$ cat src/rtl/soft_frame_assembler.sv
// Soft-sample front end for the (8,4) decoder: rescales and saturates serial samples,
// then packs groups of eight into a parallel frame behind a valid/ready handshake.
module soft_frame_assembler #(
    parameter int IN_W       = 8,
    parameter int FRAC_SHIFT = 1
) (
    input  logic            clk,
    input  logic            reset,
    input  logic            in_valid,
    output logic            in_ready,
    input  logic [IN_W-1:0] in_sample,
    input  logic            in_sof,
    output logic            out_valid,
    input  logic            out_ready,
    output logic [5:0]      r_out [0:7],
    output logic [7:0]      sat_count,
    output logic            sync_err
);

    logic [3:0] cnt_q, cnt_d;
    logic [5:0] smp_buf_q [0:7];
    logic [5:0] smp_buf_d [0:7];
    logic [5:0] r_out_q [0:7];
    logic [5:0] r_out_d [0:7];
    logic       out_valid_q, out_valid_d;
    logic [7:0] sat_count_q, sat_count_d;
    logic       sync_err_q, sync_err_d;

    logic signed [IN_W-1:0] q_s;
    logic [IN_W-6:0]        q_upper;
    logic                   q_fits;
    logic                   clip;
    logic [5:0]             q_val;
    logic                   accept;
    logic                   transfer;

    // The shifted value fits in 6-bit signed when every bit above bit 4 matches the sign.
    always_comb begin
        q_s     = $signed(in_sample) >>> FRAC_SHIFT;
        q_upper = q_s[IN_W-1:5];
        q_fits  = (&q_upper) | (~|q_upper);
        clip    = !q_fits;
        if (q_fits) begin
            q_val = q_s[5:0];
        end else if (q_s[IN_W-1]) begin
            q_val = 6'b100000;
        end else begin
            q_val = 6'b011111;
        end
    end

    assign in_ready = (cnt_q < 4'd8);
    assign accept   = in_valid && in_ready;
    assign transfer = (cnt_q == 4'd8) && (!out_valid_q || out_ready);

    always_comb begin
        cnt_d       = cnt_q;
        smp_buf_d   = smp_buf_q;
        r_out_d     = r_out_q;
        out_valid_d = out_valid_q;
        sat_count_d = sat_count_q;
        sync_err_d  = 1'b0;

        // Accept and transfer are exclusive: accept needs cnt<8, transfer needs cnt==8.
        if (transfer) begin
            r_out_d     = smp_buf_q;
            out_valid_d = 1'b1;
            cnt_d       = 4'd0;
        end else if (out_valid_q && out_ready) begin
            out_valid_d = 1'b0;
        end

        if (accept) begin
            if (in_sof) begin
                smp_buf_d[0] = q_val;
                cnt_d        = 4'd1;
                sync_err_d   = (cnt_q != 4'd0);
            end else begin
                smp_buf_d[cnt_q[2:0]] = q_val;
                cnt_d                 = cnt_q + 4'd1;
            end
            if (clip && (sat_count_q != 8'hFF)) begin
                sat_count_d = sat_count_q + 8'd1;
            end
        end
    end

    always_ff @(posedge clk or posedge reset) begin
        if (reset) begin
            cnt_q       <= 4'd0;
            out_valid_q <= 1'b0;
            sat_count_q <= 8'd0;
            sync_err_q  <= 1'b0;
            for (int i = 0; i < 8; i++) begin
                smp_buf_q[i] <= 6'd0;
                r_out_q[i]   <= 6'd0;
            end
        end else begin
            cnt_q       <= cnt_d;
            out_valid_q <= out_valid_d;
            sat_count_q <= sat_count_d;
            sync_err_q  <= sync_err_d;
            smp_buf_q   <= smp_buf_d;
            r_out_q     <= r_out_d;
        end
    end

    assign out_valid = out_valid_q;
    assign sat_count = sat_count_q;
    assign sync_err  = sync_err_q;
    assign r_out     = r_out_q;

endmodule

$ cat config.mk
export PLATFORM = sky130hd
export DESIGN_NAME = soft_frame_assembler
export DESIGN_NICKNAME = d
export VERILOG_FILES = /design/src/rtl/soft_frame_assembler.sv
export SDC_FILE = /design/constraint.sdc
export NUM_CORES = 1
export LEC_CHECK = 0
export CAP_MARGIN = 15
export CORE_MARGIN = 2
export CORE_UTILIZATION = 40
export CTS_CLUSTER_DIAMETER = 40
export DETAILED_ROUTE_END_ITERATION = 7
export PLACE_DENSITY = 0.65
export SLEW_MARGIN = 20
export SYNTH_ARGS = -nofsm -noshare
export SYNTH_HDL_FRONTEND = slang
export SYNTH_SLANG_ARGS = --single-unit
$ cat constraint.sdc
create_clock -name clk -period 3.09 [get_ports clk]
set_input_delay 0.309 -clock clk [delete_from_list [all_inputs] [get_ports clk]]
set_output_delay 0.309 -clock clk [all_outputs]
set_load 0.05 [all_outputs]
After elaboration in Yosys (flattened, before gate mapping)
Cells that the tools add are included.
{ "classes": {"bitwise_logic": 3, "add_sub_neg": 2, "n_mul": 0, "n_div": 0, "n_reduce_logical": 16, "n_shift": 0, "mux": 13, "n_eq_ne": 2, "order_cmp": 3} }
{ "ops": {"columns": ["cell", "count"], "rows": [
  ["$bwmux W48", 1],
  ["$mux W6", 4],
  ["$demux W6 S3", 1],
  ["$mux W4", 3],
  ["$add A8 B1 Y8 const B", 1],
  ["$ne A8 B8 Y1 const B", 1],
  ["$reduce_and A2 Y1", 3],
  ["$logic_and A1 B1 Y1", 5],
  ["$add A4 B1 Y4 const B", 1],
  ["$eq A4 B4 Y1 const B", 1],
  ["$ge A4 B4 Y1 const B", 1],
  ["$lt A4 B1 Y1 const B", 1],
  ["$lt A4 B4 Y1 const B", 1],
  ["$mux W1", 4],
  ["$not A3 Y4", 1],
  ["$reduce_bool A2 Y1", 2],
  ["$reduce_bool A4 Y1", 1],
  ["$logic_not A1 Y1", 3],
  ["$reduce_or A2 Y1", 1],
  ["$logic_or A1 B1 Y1", 1],
  ["$not A1 Y1", 1],
  ["$or A1 B1 Y1", 1]
]} }
{ "totals": {"ff_bits": 110, "inputBits": 13, "ram_bits": 0, "latchBits": 0, "wordCells": 59, "mem_count": 0, "out_inout_bits": 59, "rom_bits": 0} }

Logic depth before layout (Yosys ltp)
Gate-level depths: netlist (run 1).
{ "logic_depth": {"depth_word": 7, "ltp_mapped": 7, "mapped_depth_nobuf": 6} }

Worst setup path after synthesis (run 1)
Ideal clock, no wire load.
{ "synth_timing": {"path_type": "input to register", "startpoint": "input in_sample[6]", "endpoint": "register sat_count_q[7] (netlist: sat_count[7])", "arrival_time_ps": 1653, "required_ps": 2965, "path_slack_ps": 1312, "stages": 7, "n_path_buf": 1, "setup_time_ps": 125, "cell_sequence": "inv_1 > ha_1 > clkbuf_2 > nor3b_1 > nand4_1 > nor2_1 > mux2_2"} }
{ "synth_between": {"elab_chain_len": 6, "elab_cells_between_ends": 7, "cone_classes": "bitwise (1); reduce/logical (6)"} }
{ "synth_lines": {"columns": ["item", "line_no", "text"], "rows": [
  ["start, declared", "11", "input logic [IN_W-1:0] in_sample,"],
  ["$reduce_or A2 Y1", "41", "q_fits = (&q_upper) | (~|q_upper);"],
  ["$logic_not A1 Y1", "41", null],
  ["$or A1 B1 Y1 *", "41", null],
  ["$logic_not A1 Y1 *", "42", "clip = !q_fits;"],
  ["$logic_and A1 B1 Y1 *", "82", "if (clip && (sat_count_q != 8'hFF)) begin"],
  ["$reduce_and A2 Y1 (no source line) *", null, null],
  ["end signal, assigned", "101", "sat_count_q <= sat_count_d;"],
  ["end, declared", "26", "logic [7:0] sat_count_q, sat_count_d;"]
]} }
Mark *: on every way between the ends. The rest lies on a longest branch, timed or not.
A chain may end at the register's enable or synchronous reset.

Worst setup path after layout (run 1)
{ "layout_timing": {"startpoint": "register cnt_q[0]", "endpoint": "register r_out_q (netlist bit r_out[41])"} }
{ "layout_between": {"elab_chain_len": 2} }
{ "layout_lines": {"columns": ["item", "line_no", "text"], "rows": [
  ["start, declared", "20", "logic [3:0] cnt_q, cnt_d;"],
  ["start signal, assigned", "99", "cnt_q <= cnt_d;"],
  ["$eq A4 B4 Y1", "54", "assign transfer = (cnt_q == 4'd8) && (!out_valid_q || out_ready);"],
  ["$logic_and A1 B1 Y1", "54", null],
  ["end signal, assigned", "104", "r_out_q <= r_out_d;"],
  ["end, declared", "23", "logic [5:0] r_out_q [0:7];"]
]} }
No other way between the ends.

==> summary.md, run 1 <==
| Metric | Value |
|---|---|
| Count of routing violations after the opening detailed-route iteration | 58 |
| Final Hold Violating Endpoints | 0 |
| Logic depth of the worst register-to-register path | 6 |
| Post-layout instance area | between 5000 and 6000 sq um |
| Area fraction of the dominant cell type after synthesis | roughly 63% |
| Final setup TNS | 0 ns |
| Clock-pin slew on the worst setup and hold paths | ~0.11 ns |
| Hold Path Class | primary input to asynchronous set/reset pin |
| Prevailing post-synth register cell | sky130_fd_sc_hd__dfrtp_1 |
| Warnings from Yosys | 0 |
| Average routed wire per standard cell | 16.0 microns |
| Peak ir drop on the vdd network | between 0.4 and 0.5 mV |
| Clk sink count | 110 |
| Cell variety after synth | 33 |
| # diodes | 0 |
| Clock Tree Buf Depth | 2 |
| Unrepaired setup endpoints after global routing | false |
| Top area cells in the synthesized netlist | sky130_fd_sc_hd__dfrtp_1, sky130_fd_sc_hd__mux2_2, sky130_fd_sc_hd__mux2_1 |
| Fraction of layout instances using a drive strength above 1 | 29.0% |
| First-pass iteration count of the detailed router | 4 |
| Biggest cell delay along the critical path | around 0.58 ns |
| Floorplan Core Area | 10800 sq um |
| Cells after synthesis | between 200 and 300 |
| Die outline height | 109 microns |
| CTS Root Cell | sky130_fd_sc_hd__clkbuf_8 |
| Synthesis-stage register bit count | between 100 and 150 |
| Number of rows created at floorplan | 38 |
| Number of nets in the synthesized netlist | between 300 and 400 |
| Worst reg2reg path startpoint | cnt_q[0] |
| Routability congestion estimate | around 0.8 |
| Power density normalized to cell area | just over 1000 nW/um^2 |
| Number of global-route vias before repair | 2618 |
| Count of hold buffers inserted by post-cts repair | 0 |
| Top sig layer | met4 |
| Remaining number of nets flagged by the antenna check after routing | 0 |
| Initial antenna violation count | 0 |
| Setup-failing EPs final | 0 |
| Layout Nets | 385 |
| Final Max Slew Viols | 0 |
| Die W | approximately 110 microns |
| Worst clock skew | ~0.012 ns |
| Setup CP Type | flop to flop |
| Quantity of I/O buffers inserted on ports | 70 |
| Fmax achieved | 0.449 GHz |
| Status | complete, no violations |
| H-tree lvl count | 3 |
| Most numerous cell in the Yosys netlist | sky130_fd_sc_hd__dfrtp_1 |
| Overall track demand over capacity in global routing | between 10% and 20% |
| EDFF count, synth | 0 |
| Final wirelength | 8.20 mm |
| Die area | 11900 sq um |
| Overall overflow remaining after global route | 0 |
| Post CTS Setup Buffer Count | 0 |
| Global-route wire length before repair | around 13 mm |
| Summed instance area of the synthesized netlist | 4400 sq um |
| Worst slew slack as a fraction of its limit | 33.8% |
| Dpl cells | between 400 and 500 |
| Share of the yosys chip area belonging to registers | 62.6% |
| Met1 wire length | roughly 3.8 mm |
| Non-filler cells in the finished layout | 512 |
| Final HPWL DP | ~5.5 mm |
| Cell type of the slowest stage on the worst timing path | sky130_fd_sc_hd__and3_2 |
| Share of the clock period used by the worst path after layout | ~72% |
| Starting density of the core | about 41% |
| Reported max-cap violation count | 0 |
| Worst path required time | about 3.3 ns |
| Cell type with the highest aggregate area in the netlist | sky130_fd_sc_hd__dfrtp_1 |
| Reg2reg setup slack | 0.86 ns |
| Skew-Pair Late Insertion Delay | 0.36 ns |
| Final Critical Period | approximately 2.2 ns |
| Average instance area after synthesis | approximately 15 sq um |
| Critical path peak fanout | 19 |
| Met2 routed wirelength | 4.10 mm |
| Area growth from synthesis to final layout | 24.2% |
| Destination of the worst register-to-register timing path | r_out[41] |
| Pin count of the biggest net entering global routing | approximately 90 |
| Routed vias/inst | around 4.9 |
| CP startpoint kind | flop |
| Static leakage | roughly 2.5 nW |
| TritonCTS clock tree | yes |
| Number of I/O pins | a little over 70 |
| Transition time at the pin with the least slew margin | slightly below 1 ns |
| Post-CTS sizing | 0 |
| Fraction of registers with async set/reset | 100% |
| Crit path capture type | flop |
| Worst-case setup slack after placement | roughly 0.52 ns |
| Met3 wire length | ~190 microns |
| Util after Layout | roughly half |
| Cell chain of the critical path | inv_1, ha_1, nor2b_1, and3_2, buf_12, mux2_2 |
| Most frequent cells after synthesis | sky130_fd_sc_hd__dfrtp_1, sky130_fd_sc_hd__mux2_2, sky130_fd_sc_hd__mux2_1, sky130_fd_sc_hd__inv_1, sky130_fd_sc_hd__nand2_1 |
| Top Family by Delay on Critical Path | simple AND/OR/NAND/NOR gates |
| Number of buffers added by the clock tree synthesis step | 9 |
| Data arrival time at the worst-slack endpoint | about 2.5 ns |
| Number of buffer and inverter instances along the worst setup path | 2 |
| Setup slack of the critical path after layout | around 0.86 ns |
| Via total after detailed routing | ~2500 |
| Placement Cell Area | approximately 5300 sq um |
| Post-route DRC violation count | 0 |
-- worst max-delay path by stage --
stage                 start            end  depth (start not counted)
2_1_floorplan  in_sample[6]   sat_count[7]                          7
3_3_place_gp   in_sample[6]  smp_buf_q[27]                          6
3_5_place_dp   in_sample[6]  smp_buf_q[27]                          6
4_1_cts            cnt_q[0]      r_out[41]                          6
5_1_grt            cnt_q[0]      r_out[41]                          6
6_report           cnt_q[0]      r_out[41]                          6
-- flip-flops by register name, summed over array words and instances, names as in the netlist --
name       flops
cnt_q          4
out_valid      1
r_out         48
sat_count      8
smp_buf_q     48
sync_err       1
-- area by class of cell --
type                       count  area [sq um]
clock buffer                  10           138
clock inverter                 6          67.6
fill                         978          5330
inverter                      10          41.3
multi-input combinational    163          1530
sequential                   110          2750
tap                          140           175
timing repair buffer          73           761
-- worst register-to-register path, stage by stage, from the launching register on --
cell and delay, ns:
sky130_fd_sc_hd__dfrtp_1 0.45, sky130_fd_sc_hd__inv_1 0.15, sky130_fd_sc_hd__ha_1 0.16, sky130_fd_sc_hd__nor2b_1 0.21, sky130_fd_sc_hd__and3_2 0.58, sky130_fd_sc_hd__buf_12 0.23
sky130_fd_sc_hd__mux2_2 0.34
-- through the flow --
stage,hold WS [ns],power [W]
after floorplan,0.450,0.00390
after global routing,0.348,0.00579
after global placement,0.464,0.00462
after CTS,0.329,0.00556
after detailed placement,0.476,0.00468
final,0.324,0.00550
-- cell usage in the layout, fill, tap and decap left out, types with 4 or more instances in the layout --
master | synthesis | routed
sky130_fd_sc_hd__nor2_1 | 5 | 5
sky130_fd_sc_hd__nand2_1 | 9 | 9
sky130_fd_sc_hd__clkbuf_8 | 0 | 10
sky130_fd_sc_hd__and3_1 | 5 | 4
sky130_fd_sc_hd__clkdlybuf4s50_1 | 0 | 70
sky130_fd_sc_hd__a21oi_1 | 8 | 8
sky130_fd_sc_hd__nor2b_1 | 4 | 4
sky130_fd_sc_hd__mux2_2 | 83 | 83
sky130_fd_sc_hd__mux2_1 | 15 | 15
sky130_fd_sc_hd__dfrtp_1 | 110 | 110
sky130_fd_sc_hd__ha_1 | 5 | 5
sky130_fd_sc_hd__inv_1 | 10 | 9
-- metal layers --
metal,GRT usage (%),vias to the layer above
met3,2.21,11
met2,24.8,40
met5,0,-
li1,-,1174
met4,6.87,0
met1,19.7,1298
-- where the power goes --
part	internal (W)	total (W)	switching [W]	leakage (nW)
clock network	0.000402	0.000878	0.000476	0.0993
logic	0.000933	0.00232	0.00138	0.994
registers	0.00198	0.00230	0.000321	1.43
-- kinds of logic after synthesis --
logic type | count (synthesis) | share of synthesized area, %
flops | 110 | 62.6
mux | 98 | 25.1
simple gates | 39 | 5.20
buf+inv | 20 | 2.73
compound gates | 17 | 2.22
fa+ha+maj | 5 | 1.42
xor+xnor | 4 | 0.796
Power figures use the tool's default switching activity.
==> inputs of run 2 (changes only) <==
PLACE_DENSITY = unset   (was 0.65)
clock period = 2.26 ns   (was 3.09 ns; I/O delays follow)
==> run 2 against run 1 <==
Effect of this change:
- critical path depth unchanged
- cell count increased by 0.39%
- first-iteration DRC count increased by 24%
- clock-buffer cell count increased by 1
- sequential cell count unchanged
- design area about the same
- clock power increased by 39%
- register-to-register slack got worse by 0.57 ns
- combinational power increased by 37%
- die area unchanged
- critical endpoint is now smp_buf_q[33]
==> summary.md, run 2 (synthesized netlist as in run 1, its figures left out) <==
| Metric | Value |
|---|---|
| Worst clock skew | 0.0124 ns (was 0.0123 ns) |
| Met2 routed wirelength | 4.06 mm (was 4.10 mm) |
| Overall track demand over capacity in global routing | 15.2% (was 15.1%) |
| Starting density of the core | 40.8% (unchanged) |
| Number of buffers added by the clock tree synthesis step | 9 (unchanged) |
| H-tree lvl count | 3 (unchanged) |
| # diodes | 0 (unchanged) |
| Worst reg2reg path startpoint | cnt_q[0] (unchanged) |
| Destination of the worst register-to-register timing path | r_out[22] (was r_out[41]) |
| Hold Path Class | primary input to asynchronous set/reset pin (unchanged) |
| Top sig layer | met4 (unchanged) |
| Count of routing violations after the opening detailed-route iteration | 72 (was 58) |
| Die area | 11900 sq um (unchanged) |
| Share of the clock period used by the worst path after layout | 88.5% |
| Crit path capture type | flop (unchanged) |
| Number of rows created at floorplan | 38 (unchanged) |
| Power density normalized to cell area | 1380 nW/um^2 (was 1010 nW/um^2) |
| Unrepaired setup endpoints after global routing | false (unchanged) |
| Worst-case setup slack after placement | -0.161 ns (was 0.522 ns) |
| Number of I/O pins | 72 (unchanged) |
| Reported max-cap violation count | 0 (unchanged) |
| Commonest cells after routing, fill and taps aside | sky130_fd_sc_hd__dfrtp_1, sky130_fd_sc_hd__mux2_2, sky130_fd_sc_hd__clkdlybuf4s50_1, sky130_fd_sc_hd__mux2_1, sky130_fd_sc_hd__clkbuf_8 (unchanged) |
| Logic depth of the worst register-to-register path | 6 (unchanged) |
| Number of global-route vias before repair | 2629 (was 2618) |
| Critical path peak fanout | 8 (was 19) |
| Final wirelength | 8.19 mm (was 8.20 mm) |
| TritonCTS clock tree | yes (unchanged) |
| Data arrival time at the worst-slack endpoint | 2.30 ns (was 2.47 ns) |
| Non-filler cells in the finished layout | 514 (was 512) |
| Overall overflow remaining after global route | 0 (unchanged) |
| Post CTS Setup Buffer Count | 0 (unchanged) |
| Clock-pin slew on the worst setup and hold paths | 0.10 ns (was 0.11 ns) |
| Remaining number of nets flagged by the antenna check after routing | 0 (unchanged) |
| Skew-Pair Late Insertion Delay | 0.37 ns (was 0.36 ns) |
| Die W | 109 microns (unchanged) |
| First-pass iteration count of the detailed router | 4 (unchanged) |
| Met1 wire length | 3.76 mm (was 3.77 mm) |
| Layout Nets | 387 (was 385) |
| Status | complete, no violations (unchanged) |
| Initial antenna violation count | 0 (unchanged) |
| CTS Root Cell | sky130_fd_sc_hd__clkbuf_8 (unchanged) |
| Peak ir drop on the vdd network | 0.684 mV (was 0.457 mV) |
| Final Max Slew Viols | 0 (unchanged) |
| Clock Tree Buf Depth | 2 (unchanged) |
| Final Critical Period | between 1.5 and 2 ns |
| Most common library cell in the layout ignoring fill and taps | sky130_fd_sc_hd__dfrtp_1 (unchanged) |
| Static leakage | 2.54 nW (was 2.53 nW) |
| Fmax achieved | ~0.50 GHz |
| Post-CTS sizing | 0 (unchanged) |
| Floorplan Core Area | 10800 sq um (unchanged) |
| Area growth from synthesis to final layout | 24.3% (was 24.2%) |
| Clk sink count | 110 (unchanged) |
| Post-route DRC violation count | 0 (unchanged) |
| Count of hold buffers inserted by post-cts repair | 0 (unchanged) |
| Worst path required time | 2.56 ns (was 3.34 ns) |
| Setup slack of the critical path after layout | 0.261 ns (was 0.864 ns) |
| Fraction of layout instances using a drive strength above 1 | 29.1% (was 29.0%) |
| Worst slew slack as a fraction of its limit | 36.0% (was 33.8%) |
| Die outline height | 109 microns (unchanged) |
| Transition time at the pin with the least slew margin | 0.960 ns (was 0.993 ns) |
| Pin count of the biggest net entering global routing | 111 (was 89) |
| CP startpoint kind | primary input (was flop) |
| Dpl cells | 498 (was 496) |
| Final HPWL DP | 5.27 mm (was 5.53 mm) |
| Final Hold Violating Endpoints | 0 (unchanged) |
| Reg2reg setup slack | 0.29 ns (was 0.86 ns) |
| Quantity of I/O buffers inserted on ports | 70 (unchanged) |
| Via total after detailed routing | 2546 (was 2523) |
| Setup CP Type | primary input to flop (was flop to flop) |
| Routed vias/inst | 4.95 (was 4.93) |
| Met3 wire length | 240 microns (was 194 microns) |
| Setup-failing EPs final | 0 (unchanged) |
| Average routed wire per standard cell | 15.9 microns (was 16.0 microns) |
| Global-route wire length before repair | 13.5 mm (was 13.4 mm) |
| Routability congestion estimate | 0.762 (was 0.781) |
==> run 2: cell type report <==
type	count	area, sq um
Fill cell	973	5330
Sequential cell	110	2750
Multi-Input combinational cell	163	1530
Timing Repair Buffer	75	763
Tap cell	140	175
Clock buffer	11	141
Clock inverter	5	65.1
Inverter	10	41.3
==> run 2: worst max path at each step <==
stage                             from       endpoint  slack [ns]  cells past startpoint
final                     in_sample[6]  smp_buf_q[33]        0.26                      6
after global routing      in_sample[6]   smp_buf_q[6]        0.13                      6
after CTS                 in_sample[6]  smp_buf_q[33]        0.23                      6
after detailed placement  in_sample[6]  smp_buf_q[21]       -0.16                      6
after global placement    in_sample[6]  smp_buf_q[26]       -0.14                      6
after floorplan           sat_count[0]   sat_count[1]        0.48                      4
==> run 2: power by group <==
| part | switching, W | total [W] | leakage, nW | internal, W |
|---|---|---|---|---|
| Clock | 0.000669 | 0.00122 | 0.105 | 0.000556 |
| Combinational | 0.00189 | 0.00317 | 1.00 | 0.00128 |
| Sequential | 0.000436 | 0.00314 | 1.43 | 0.00271 |
==> run 2: critical path: stages <==
cell	delay, ns
sky130_fd_sc_hd__clkdlybuf4s50_1	0.49
sky130_fd_sc_hd__inv_1	0.05
sky130_fd_sc_hd__ha_1	0.35
sky130_fd_sc_hd__buf_4	0.17
sky130_fd_sc_hd__a21oi_1	0.72
sky130_fd_sc_hd__mux2_2	0.30
==> run 2: metal layers <==
layer / vias to the layer above / track usage (%)
met3: 8 / 2.69
li1: 1179 / -
met2: 41 / 24.0
met1: 1318 / 20.3
met5: - / 0
met4: 0 / 7.14
==> run 2: through the flow <==
| stage | utilization, % | hold WS (ns) | cell area (sq um) | total power (W) | TNS (ns) |
|---|---|---|---|---|---|
| floorplan | - | 0.367 | 4400 | 0.00533 | 0 |
| global placement | 48.7 | 0.465 | 5260 | 0.00633 | -2.76 |
| detailed placement | 48.7 | 0.474 | 5260 | 0.00639 | -4.45 |
| CTS | 50.7 | 0.394 | 5470 | 0.00763 | 0 |
| global route | 50.7 | 0.398 | 5470 | 0.00796 | 0 |
| finish | 50.7 | 0.361 | 5470 | 0.00753 | 0 |
==> inputs of run 3 (changes only) <==
REMOVE_ABC_BUFFERS = 1   (was unset)
==> run 3 against run 2 <==
Effect of this change:
- worst hold slack lost 0.17 ns
- first-iteration DRC count is 6.9% lower
- clock-buffer cell count down 1
- fmax decreased by 0.74%
- critical endpoint is now r_out[9]
==> summary.md, run 3 (synthesized netlist as in run 1, its figures left out) <==
| Metric | Value |
|---|---|
| Sequential power share | 42.5% (was 41.7%) |
| Post CTS Setup Buffer Count | 0 (unchanged) |
| Worst clock skew | 0.0154 ns (was 0.0124 ns) |
| Post-CTS sizing | 0 (unchanged) |
| Final wirelength | 8.49 mm (was 8.19 mm) |
| Routability congestion estimate | 0.733 (was 0.762) |
| Quantity of I/O buffers inserted on ports | 70 (unchanged) |
| Crit path capture type | flop (unchanged) |
| CTS Root Cell | sky130_fd_sc_hd__clkbuf_8 (unchanged) |
| Unrepaired setup endpoints after global routing | false (unchanged) |
| Die area | 11900 sq um (unchanged) |
| Post-layout instance area | 5490 sq um (was 5470 sq um) |
| Initial antenna violation count | 0 (unchanged) |
| Biggest cell delay along the critical path | 0.45 ns (was 0.72 ns) |
| Final HPWL DP | 5.91 mm (was 5.27 mm) |
| Setup CP Type | flop to flop (was primary input to flop) |
| Sw Pwr | 0.00302 W (was 0.00300 W) |
| Remaining number of nets flagged by the antenna check after routing | 0 (unchanged) |
| Number of global-route vias before repair | 2644 (was 2629) |
| Relative contribution of combinational cells to total power | 42.6% (was 42.0%) |
| Clk sink count | 110 (unchanged) |
| Critical path peak fanout | 22 (was 8) |
| Final Max Slew Viols | 0 (unchanged) |
| Share of total power consumed by net switching | 40.6% (was 39.8%) |
| Via total after detailed routing | 2586 (was 2546) |
| Reg2reg setup slack | 0.25 ns (was 0.29 ns) |
| Routed vias/inst | 4.98 (was 4.95) |
| Static leakage | 2.56 nW (was 2.54 nW) |
| Placement Cell Area | 5310 sq um (was 5260 sq um) |
| Power density normalized to cell area | 1360 nW/um^2 (was 1380 nW/um^2) |
| Share of the clock period used by the worst path after layout | 89.1% (was 88.5%) |
| CP startpoint kind | flop (was primary input) |
| TritonCTS clock tree | yes (unchanged) |
| Layout Nets | 392 (was 387) |
| Floorplan Core Area | 10800 sq um (unchanged) |
| Status | complete, no violations (unchanged) |
| Clock network power share | 14.9% (was 16.3%) |
| Commonest cells after routing, fill and taps aside | sky130_fd_sc_hd__dfrtp_1, sky130_fd_sc_hd__mux2_2, sky130_fd_sc_hd__clkdlybuf4s50_1, sky130_fd_sc_hd__mux2_1, sky130_fd_sc_hd__clkbuf_8 (unchanged) |
| Final Critical Period | 2.01 ns (was 2.00 ns) |
| Final Hold Violating Endpoints | 0 (unchanged) |
| Number of rows created at floorplan | 38 (unchanged) |
| Average routed wire per standard cell | 16.4 microns (was 15.9 microns) |
| Number of I/O pins | 72 (unchanged) |
| Cell chain of the critical path | inv_1, ha_1, nor2b_1, and3_2, buf_4, mux2_2 (was clkdlybuf4s50_1, inv_1, ha_1, buf_4, a21oi_1, mux2_2) |
| First-pass iteration count of the detailed router | 4 (unchanged) |
| Overall track demand over capacity in global routing | 15.5% (was 15.2%) |
| Final setup TNS | 0 ns (unchanged) |
| Die outline height | 109 microns (unchanged) |
| Fmax achieved | 0.497 GHz (was 0.500 GHz) |
| Die W | 109 microns (unchanged) |
| Non-filler cells in the finished layout | 519 (was 514) |
| Worst path required time | 2.52 ns (was 2.56 ns) |
| Logic depth of the worst register-to-register path | 6 (unchanged) |
| Transition time at the pin with the least slew margin | 0.867 ns (was 0.960 ns) |
| Overall overflow remaining after global route | 0 (unchanged) |
| Cell type of the slowest stage on the worst timing path | sky130_fd_sc_hd__dfrtp_1 (was sky130_fd_sc_hd__a21oi_1) |
| Most common library cell in the layout ignoring fill and taps | sky130_fd_sc_hd__dfrtp_1 (unchanged) |
| Number of buffers added by the clock tree synthesis step | 9 (unchanged) |
| Area growth from synthesis to final layout | 24.8% (was 24.3%) |
| Count of routing violations after the opening detailed-route iteration | 67 (was 72) |
| Fraction of layout instances using a drive strength above 1 | 30.3% (was 29.1%) |
| Worst slew slack as a fraction of its limit | 42.2% (was 36.0%) |
| Clock Tree Buf Depth | 2 (unchanged) |
| Clock-pin slew on the worst setup and hold paths | 0.10 ns (about the same) |
| Peak ir drop on the vdd network | 0.762 mV (was 0.684 mV) |
| Data arrival time at the worst-slack endpoint | 2.27 ns (was 2.30 ns) |
| Post-route DRC violation count | 0 (unchanged) |
| Dpl cells | 503 (was 498) |
| Starting density of the core | 40.8% (unchanged) |
| Setup-failing EPs final | 0 (unchanged) |
| Hold Path Class | primary input to asynchronous set/reset pin (unchanged) |
| Internal cell power | 0.00443 W (was 0.00454 W) |
| Skew-Pair Late Insertion Delay | 0.37 ns (about the same) |
| H-tree lvl count | 3 (unchanged) |
| Global-route wire length before repair | 13.8 mm (was 13.5 mm) |
| # diodes | 0 (unchanged) |
| Pin count of the biggest net entering global routing | 33 (was 111) |
| Count of hold buffers inserted by post-cts repair | 0 (unchanged) |
| Reported max-cap violation count | 0 (unchanged) |
run 3: cell count changes in the layout (fill, tap and decap cells not counted):
cell	before	now
sky130_fd_sc_hd__buf_4	3	7
sky130_fd_sc_hd__clkbuf_1	1	0
sky130_fd_sc_hd__inv_8	0	1
sky130_fd_sc_hd__clkinv_2	0	2
sky130_fd_sc_hd__bufinv_16	1	0
sky130_fd_sc_hd__inv_6	2	0
sky130_fd_sc_hd__buf_12	2	3
sky130_fd_sc_hd__inv_4	0	1
sky130_fd_sc_hd__clkinvlp_4	1	2
sky130_fd_sc_hd__clkinv_4	2	1
run 3: final cells by class:
class                           instances  area, sq um
Fill cell                             968         5300
Sequential cell                       110         2750
Multi-Input combinational cell        163         1530
Timing Repair Buffer                   80          813
Tap cell                              140          175
Clock buffer                           10          138
Clock inverter                          6         45.0
Inverter                               10         40.0
run 3: final timing paths:
kind,from,to
max,cnt_q[0],r_out[9]
min,reset,r_out[22]
max reg2reg,cnt_q[0],r_out[9]
min reg2reg,smp_buf_q[4],r_out[4]
max in group asynchronous,reset,r_out[41]
min in group clk,smp_buf_q[4],r_out[4]
run 3: worst max-delay path: cells and delay by family (launching register included):
family	cells	cell delay (ns)
buffers and inverters	2	0.45
adders and majority gates	1	0.17
muxes	1	0.37
DFF	1	0.45
and+or+nand+nor	2	0.45
run 3: metal layers:
metal | wire (microns) | track usage, %
met2 | 4160 | 25.0
met4 | 170 | 6.41
met3 | 257 | 3.29
met5 | 0 | 0
met1 | 3900 | 20.4
run 3: power groups by stage:
stage	Combinational, W	Clock (W)	Sequential (W)
2_1_floorplan	0.000944	0	0.00436
3_3_place_gp	0.00317	0	0.00319
3_5_place_dp	0.00321	0	0.00321
4_1_cts	0.00322	0.00114	0.00318
5_1_grt	0.00336	0.00123	0.00326
6_report	0.00318	0.00111	0.00316
run 3: metrics by stage:
step | utilization [%] | hold slack [ns] | total power, W | setup slack [ns]
after global routing | 50.9 | 0.221 | 0.00785 | 0.115
after global placement | 49.2 | 0.467 | 0.00636 | -0.155
after CTS | 50.9 | 0.207 | 0.00754 | 0.243
after floorplan | - | 0.367 | 0.00530 | -0.868
final | 50.9 | 0.195 | 0.00745 | 0.246
after detailed placement | 49.2 | 0.476 | 0.00643 | -0.145
